**src/rtl/vga_fb_scanout.sv**
```systemverilog
// 1-bpp framebuffer scanout: VGA timing from a pixel clock-enable, Hack-format
// screen words fetched from a 1-cycle-latency RAM, bits replicated by SCALE.
module vga_fb_scanout #(
    parameter int H_ACTIVE  = 640,
    parameter int H_FP      = 16,
    parameter int H_SYNC    = 96,
    parameter int H_BP      = 48,
    parameter int V_ACTIVE  = 480,
    parameter int V_FP      = 10,
    parameter int V_SYNC    = 2,
    parameter int V_BP      = 33,
    parameter int SYNC_POL  = 0,
    parameter int CLK_DIV   = 4,
    parameter int SCALE     = 2,
    parameter int ADDR_W    = 16,
    parameter int BASE_ADDR = 0
) (
    input  logic              clk,
    input  logic              reset,
    input  logic [15:0]       screen_in,
    input  logic [11:0]       fg_color,
    input  logic [11:0]       bg_color,
    output logic [ADDR_W-1:0] screen_addr,
    output logic              vga_hs,
    output logic              vga_vs,
    output logic [3:0]        vga_r,
    output logic [3:0]        vga_g,
    output logic [3:0]        vga_b,
    output logic              frame_start
);
    localparam int H_TOTAL = H_ACTIVE + H_FP + H_SYNC + H_BP;
    localparam int V_TOTAL = V_ACTIVE + V_FP + V_SYNC + V_BP;
    localparam int WPR     = H_ACTIVE / SCALE / 16;
    localparam int HC_W    = $clog2(H_TOTAL);
    localparam int VC_W    = $clog2(V_TOTAL);
    localparam int DIV_W   = $clog2(CLK_DIV);
    localparam int SH      = $clog2(SCALE);

    localparam logic [DIV_W-1:0] DIV_LAST = DIV_W'(CLK_DIV - 1);
    localparam logic [HC_W-1:0]  H_LAST   = HC_W'(H_TOTAL - 1);
    localparam logic [VC_W-1:0]  V_LAST   = VC_W'(V_TOTAL - 1);
    localparam logic [HC_W-1:0]  H_ACT    = HC_W'(H_ACTIVE);
    localparam logic [VC_W-1:0]  V_ACT    = VC_W'(V_ACTIVE);
    localparam logic [HC_W-1:0]  HS_BEG   = HC_W'(H_ACTIVE + H_FP);
    localparam logic [HC_W-1:0]  HS_END   = HC_W'(H_ACTIVE + H_FP + H_SYNC - 1);
    localparam logic [VC_W-1:0]  VS_BEG   = VC_W'(V_ACTIVE + V_FP);
    localparam logic [VC_W-1:0]  VS_END   = VC_W'(V_ACTIVE + V_FP + V_SYNC - 1);
    localparam logic             SYNC_ON  = 1'(SYNC_POL);

    logic [DIV_W-1:0]  div;
    logic              pix_ce;
    logic [HC_W-1:0]   hc;
    logic [VC_W-1:0]   vc;
    logic              h_wrap;
    logic              frame_wrap;
    logic              act0;
    logic              hs_on0;
    logic              vs_on0;
    logic [HC_W-1:0]   hc_px;
    logic [VC_W-1:0]   vc_px;
    logic [ADDR_W-1:0] addr0;
    logic              act1;
    logic              hs1;
    logic              vs1;
    logic [3:0]        bit1;
    logic [11:0]       fg_lat;
    logic [11:0]       bg_lat;
    logic [11:0]       rgb;

    assign pix_ce     = (div == DIV_LAST);
    assign h_wrap     = (hc == H_LAST);
    assign frame_wrap = h_wrap && (vc == V_LAST);
    assign act0       = (hc < H_ACT) && (vc < V_ACT);
    assign hs_on0     = (hc >= HS_BEG) && (hc <= HS_END);
    assign vs_on0     = (vc >= VS_BEG) && (vc <= VS_END);
    assign hc_px      = hc >> SH;
    assign vc_px      = vc >> SH;
    assign addr0      = ADDR_W'(BASE_ADDR) + ADDR_W'(vc_px) * ADDR_W'(WPR) + ADDR_W'(hc_px >> 4);

    // Gated by reset so the pulse can never appear while outputs are being cleared.
    assign frame_start = pix_ce && frame_wrap && !reset;

    always_ff @(posedge clk) begin
        if (reset || pix_ce) div <= '0;
        else                 div <= div + 1'b1;
    end

    always_ff @(posedge clk) begin
        if (reset) begin
            hc <= '0;
            vc <= '0;
        end else if (pix_ce) begin
            if (h_wrap) begin
                hc <= '0;
                vc <= (vc == V_LAST) ? '0 : vc + 1'b1;
            end else begin
                hc <= hc + 1'b1;
            end
        end
    end

    // Stage 1: decode position and issue the word read; the address is held
    // through blanking so memory sees no reads outside the active area.
    always_ff @(posedge clk) begin
        if (reset) begin
            act1        <= 1'b0;
            hs1         <= ~SYNC_ON;
            vs1         <= ~SYNC_ON;
            bit1        <= 4'd0;
            screen_addr <= ADDR_W'(BASE_ADDR);
        end else if (pix_ce) begin
            act1 <= act0;
            hs1  <= hs_on0 ? SYNC_ON : ~SYNC_ON;
            vs1  <= vs_on0 ? SYNC_ON : ~SYNC_ON;
            bit1 <= 4'(hc_px);
            if (act0) screen_addr <= addr0;
        end
    end

    // Stage 2: read data has settled (CLK_DIV >= 3), syncs delayed to match.
    always_ff @(posedge clk) begin
        if (reset) begin
            vga_hs <= ~SYNC_ON;
            vga_vs <= ~SYNC_ON;
            rgb    <= 12'h000;
        end else if (pix_ce) begin
            vga_hs <= hs1;
            vga_vs <= vs1;
            rgb    <= act1 ? (screen_in[bit1] ? fg_lat : bg_lat) : 12'h000;
        end
    end

    // Colours change only at frame boundaries to avoid tearing mid-frame.
    always_ff @(posedge clk) begin
        if (reset || (pix_ce && frame_wrap)) begin
            fg_lat <= fg_color;
            bg_lat <= bg_color;
        end
    end

    assign vga_r = rgb[11:8];
    assign vga_g = rgb[7:4];
    assign vga_b = rgb[3:0];
endmodule
```
**config.mk**
```make
export PLATFORM = sky130hd
export DESIGN_NAME = vga_fb_scanout
export DESIGN_NICKNAME = d
export VERILOG_FILES = /design/src/rtl/vga_fb_scanout.sv
export SDC_FILE = /design/constraint.sdc
export NUM_CORES = 1
export LEC_CHECK = 0
export ABC_AREA = 1
export BUFFER_PORTS_ARGS = -buffer_cell sky130_fd_sc_hd__buf_2
export CAP_MARGIN = 40
export CORE_ASPECT_RATIO = 2
export CORE_MARGIN = 4
export CORE_UTILIZATION = 46
export CTS_CLUSTER_DIAMETER = 120
export DETAILED_ROUTE_END_ITERATION = 6
export PLACE_DENSITY_LB_ADDON = 0.08
export SLEW_MARGIN = 5
export SYNTH_ARGS = -nofsm -noshare
export SYNTH_HDL_FRONTEND = slang
export SYNTH_SLANG_ARGS = --single-unit
```
**constraint.sdc**
```tcl
create_clock -name clk -period 5.9 [get_ports clk]
set_input_delay 0.59 -clock clk [delete_from_list [all_inputs] [get_ports clk]]
set_output_delay 0.59 -clock clk [all_outputs]
set_load 0.02 [all_outputs]
```
==> results of run 1 <==
## registers in the layout, indices dropped and copies added (netlist names)
register / cells
screen_addr: 15
vga_hs: 1
act1: 1
hc: 10
hs1: 1
bg_lat: 12
vs1: 1
rgb: 12
vga_vs: 1
fg_lat: 12
div: 2
vc: 10
bit1: 4
## power breakdown
part | switching [mW] | leakage, nW | internal (mW) | total, mW
clock network | 0.209 | 0.133 | 0.295 | 0.504
registers | 0.00652 | 0.704 | 0.600 | 0.606
logic | 0.0508 | 1.40 | 0.0291 | 0.0798
## metrics by stage
stage / hold WS [ps] / power [mW] / instance area [um2]
detailed placement: 431 / 0.699 / 4700
global route: 420 / 1.23 / 4970
global placement: 407 / 0.695 / 4670
CTS: 417 / 1.20 / 4970
finish: 428 / 1.19 / 4970
floorplan: 399 / 0.666 / 4300
## critical path, cell delays in order (launching register included)
cell and delay, ps:
dfxtp_1 450, ha_1 280, ha_1 240, inv_1 80
fa_1 420, inv_1 100, nand3_1 90, nor2_1 170
nand2_1 70, nor2_1 210, nand2_1 80, nand2_1 70
nand3_1 60, nand2_1 60, inv_1 30
## layer usage
layer | GRT usage | share of wire | up-vias
met5 | 0 | 0 | -
met4 | 0.105 | 0.037 | 0
met3 | 0.0328 | 0.034 | 27
met2 | 0.396 | 0.57 | 78
met1 | 0.187 | 0.36 | 1714
li1 | - | - | 1900
## worst max-delay path by stage
stage	slack [ps]	depth (start not counted)	start	end
final	3400	14	vc[4]	screen_addr[12]
after global routing	3230	12	vc[2]	screen_addr[10]
after CTS	3390	5	hc[8]	frame_start
after detailed placement	3410	14	vc[2]	screen_addr[12]
after global placement	3340	4	reset	vs1
after floorplan	3660	14	vc[2]	screen_addr[12]
## placed cells by master (no fill, tap or decap), drive strengths merged, types with 10 or more instances in the layout
cell and count:
clkbuf 13, edfxtp 24, dfxtp 58, nor3 10, xor2 11, inv 78
nor2 53, nand3 35, a21oi 30, ha 22, buf 74, nand2 115
o21ai 37
## cell families after synthesis
group,Yosys count,synth area share
compound gates,84,0.111
other cells,1,0.000873
flops,82,0.438
buf+inv,96,0.0958
simple gates,238,0.254
xor+xnor,13,0.0265
fa+ha+maj,24,0.0734
## layout make-up
type	count	area, um2
multi-input cells	360	2000
clock inverters	3	15.0
inverters	79	297
well taps	102	128
fillers	930	4110
flip-flops and latches	82	1880
repair buffers	74	390
clock buffers	13	250
==> results.yml, run 1 <==
worst_setup_path:
  worstSetupPathType: "register to register"
  cp_data_arrival_time_ps: 2740
  worstSetupEndpointType: "register"
  cp-start-kind: "register"
  r2r_start: "vc[4]"
  r2r_end: "screen_addr[12]"
  path_max_fanout: 6
  ff2ff_setup_slack_ps: 3400
  r2r_cells: 14
  required_ps: 6140
drt:
  ant_nets: 0
  drt-initial-drc-count: 169
  vias_per_cell: 5.22
  wl_per_cell_um: 14.8
  via_count: 3719
  drc: 0
  routed_wl_um: 10600
  dr.pass1.iters: 4
yosys:
  synth_area_mm2: 0.00430
  ys_ff_latch: 82
  ys_types: 44
  ys_seq_area_frac: 0.438
  synthTopCellsByArea: "dfxtp_1, edfxtp_1, nand2_1"
  synth_edf_count: 24
  yosys_warnings: 0
  ys_top_cells_by_count: "nand2_1, inv_1, dfxtp_1, nor2_1, nand3_1"
  synth_nets: 604
  yosys.area.top_type: "dfxtp_1"
  yosysMostFrequentCell: "nand2_1"
  synth_top_area_frac: 0.270
  synth_area_per_cell_um2: 7.99
  synth-main-ff-cell: "dfxtp_1"
  synth_cells: 538
  async_flop_share: 0
clock_tree:
  post_cts_buffers: 0
  clkTransAtPathRegs_ps: 60
  clockBufferDepth: 2
  cts_buffers: 9
  htree_levels: 3
  clkSinkCount: 82
  cts_root_buf: "clkbuf_16"
  postCtsHoldBufs: 0
  post_cts_resized: 0
  cts_tree: "done"
  clk_latency_ps: 330
floorplanning:
  core.rowCount: 49
  top_level_ports: 73
  die_area_mm2: 0.0110
  die_x_um: 76.4
  fp.dieH_um: 145
  coreArea_mm2: 0.00907
  initial_utilization: 0.474
sta:
  drv_slew: 0
  rsz0062_at_grt: "false"
  tightest_slew_ps: 580
  max_clock_freq_ghz: 0.400
  hold_viol_final: 0
  clock_skew_ps: 5.77
  tns_ps: 0
  min_period_over_period: 0.424
  fin_ws_ps: 3400
  fin_crit_ps: 2500
  maxSlewHeadroom: 0.613
  finalSetupViolations: 0
power_and_ir_drop:
  ir_drop_mv: 0.177
  power_density_mw_per_mm2: 240
  cellLeakagePower_nw: 2.24
grt:
  grt_pass1_vias: 3734
  antenna_found_initial: 0
  grt_pass1_wl_um: 17200
  grt_usage: 0.197
  grt-ovfl-total: 0
  grt_max_degree: 25
final_layout:
  antenna_cells: 0
  finalNetCount: 672
  final_core_util: 0.547
  layout.cells.non_filler: 713
  layout-drive-gt1-share: 0.183
  area_growth_pct: 15.5
min_path:
  whs_path_depth: 1
  worstHoldStart: "fg_color[2]"
  hold_path_class: "input pin to register"
  min_to: "fg_lat[2]"
placed_design:
  gp_congestion: 0.863
  placed_cells: 697
  dp_hpwl_um: 8340
  numPortBuffers: 71
  pre_cts_slack_ps: 3410
run_status:
  outcome: "finished clean"
run:
  drv_cap: 0
(Power assumes the default switching activity.)
==> inputs of run 2 (changes only) <==
==> constraint.sdc (replaced) <==
create_clock -name clk -period 2.4 [get_ports clk]
set_input_delay 0.24 -clock clk [delete_from_list [all_inputs] [get_ports clk]]
set_output_delay 0.24 -clock clk [all_outputs]
set_load 0.02 [all_outputs]
==> results.yml, run 2 (synthesis gave the netlist of run 1 again) <==
clock_tree:
  cts_buffers: 9
  htree_levels: 3
  cts_tree: "done"
  postCtsHoldBufs: 0
  clkSinkCount: 82
  clk_latency_ps: 340
  cts_root_buf: "clkbuf_16"
  clkTransAtPathRegs_ps: 70
  clockBufferDepth: 2
grt:
  grt-ovfl-total: 0
  grt_pass1_vias: 3727
  grt_pass1_wl_um: 16800
  grt_usage: 0.192
  grt_max_degree: 32
  antenna_found_initial: 0
floorplanning:
  coreArea_mm2: 0.00907
  die_area_mm2: 0.0110
  initial_utilization: 0.474
  core.rowCount: 49
  fp.dieH_um: 145
  top_level_ports: 73
  die_x_um: 76.4
final_layout:
  final_cell_mix: "nand2_1, inv_1, buf_2"
  regArea_mm2: 0.00189
  regMostFlops: "screen_addr"
  layout.cells.non_filler: 724
  fillers: 862
  final_core_util: 0.571
  final_common_cell: "nand2_1"
  area_growth_pct: 20.6
  finalNetCount: 683
  largest_register_ffs: 15
  antenna_cells: 0
  layout-drive-gt1-share: 0.225
  stdcell_area_mm2: 0.00518
  multi_input_comb_area_mm2: 0.00209
run:
  drv_cap: 0
sta:
  fin_crit_ps: 2220
  max_clock_freq_ghz: 0.451
  maxSlewHeadroom: 0.617
  finalSetupViolations: 0
  min_period_over_period: 0.923
  drv_slew: 0
  fin_ws_ps: 184
  tightest_slew_ps: 574
  hold_viol_final: 0
  clock_skew_ps: 6.97
min_path:
  min_to: "bg_lat[10]"
  worstHoldStart: "bg_color[10]"
  whs_path_depth: 1
  hold_path_class: "input pin to register"
worst_setup_path:
  r2r_cells: 14
  path_common_cell: "nand2_1"
  ff2ff_setup_slack_ps: 180
  crit_chain: "ha_4 -> ha_4 -> inv_2 -> fa_1 -> inv_2 -> nand3_2 -> nand3b_1 -> nor2_2 -> nand2_1 -> nor2_2 -> nand2_1 -> nand3_1 -> nand2_1 -> inv_1"
  critPathSlowestCell: "fa_1"
  cp-start-kind: "register"
  cp_data_arrival_time_ps: 2500
  worstSetupEndpointType: "register"
  required_ps: 2680
  cpPeakStageDelay_ps: 470
  worstSetupPathType: "register to register"
  path_max_fanout: 3
  r2r_start: "vc[2]"
  r2r_end: "screen_addr[11]"
power_and_ir_drop:
  power_density_mw_per_mm2: 595
  p_total_mw: 3.09
  ir_drop_mv: 0.328
  cellLeakagePower_nw: 2.30
placed_design:
  placed_cells: 707
  place_area_mm2: 0.00478
  numPortBuffers: 71
  gp_congestion: 0.871
  pre_cts_slack_ps: 91.5
  dp_hpwl_um: 7890
drt:
  drt-initial-drc-count: 152
  wl_per_cell_um: 14.1
  dr.pass1.iters: 4
  vias_per_cell: 5.09
  via_count: 3688
  routed_wl_um: 10200
  ant_nets: 0
  drc: 0
run_status:
  outcome: "finished clean"
[run 2: cell types whose count changed in the layout (fill, tap and decap cells not counted), moves of 2 or more]
cell and change:
ha_4 +6, inv_1 -2, clkinv_2 -3, clkbuf_1 -3
clkinv_4 +2, dfxtp_2 +3, inv_6 +2, inv_2 +2
buf_4 +11, ha_1 -6, dfxtp_1 -4
[run 2: how the worst max path moves through the flow]
stage / from / to / slack, ps / depth (start not counted)
3_3_place_gp: vc[2] / screen_addr[12] / 100 / 14
3_5_place_dp: vc[2] / screen_addr[12] / 90 / 14
2_1_floorplan: vc[2] / screen_addr[12] / 160 / 14
6_report: vc[2] / screen_addr[11] / 180 / 14
4_1_cts: vc[2] / screen_addr[12] / 70 / 14
5_1_grt: vc[4] / screen_addr[11] / -10 / 14
[run 2: where the power goes]
group          internal [mW]  switching (mW)  leakage [nW]  total (mW)
Clock                  0.824           0.579         0.149        1.40
Combinational         0.0702           0.125          1.44       0.195
Sequential              1.47          0.0167         0.706        1.49
Total                   2.37           0.720          2.30        3.09
[run 2: cell type report]
type	instances	share of cell area
multi-input cells	360	0.403
flip-flops and latches	82	0.365
repair buffers	85	0.0913
inverters	79	0.0572
clock buffers	9	0.0435
well taps	102	0.0246
clock inverters	7	0.0162
[run 2: through the flow]
step,TNS (ps),hold WS (ps)
2_1_floorplan,0,339
3_3_place_gp,0,407
3_5_place_dp,0,418
4_1_cts,0,66.0
5_1_grt,-10.5,65.4
6_report,0,75.0
[run 2: metal layers]
metal	up-vias	track usage	routed length, um
met3	18	0.0291	317
met1	1690	0.181	3870
met2	57	0.394	5790
met4	0	0.0965	245
met5	-	0	0
li1	1923	-	-
[run 2: critical path, delay by kind of cell (launching register included)]
| family | cells | cell delay [ps] |
|---|---|---|
| flip-flops | 1 | 330 |
| AND/OR/NAND/NOR | 8 | 790 |
| adder cells (fa/ha/maj) | 3 | 870 |
| buffers and inverters | 3 | 160 |
[run 2: what timing repair did]
| action | 4_1_cts | 5_1_grt |
|---|---|---|
| endpoints found under the setup margin | 0 | 5 |
| buffers inserted | 0 | 1 |
| hold endpoints to repair | 0 | 0 |
| resized for setup | 0 | 17 |
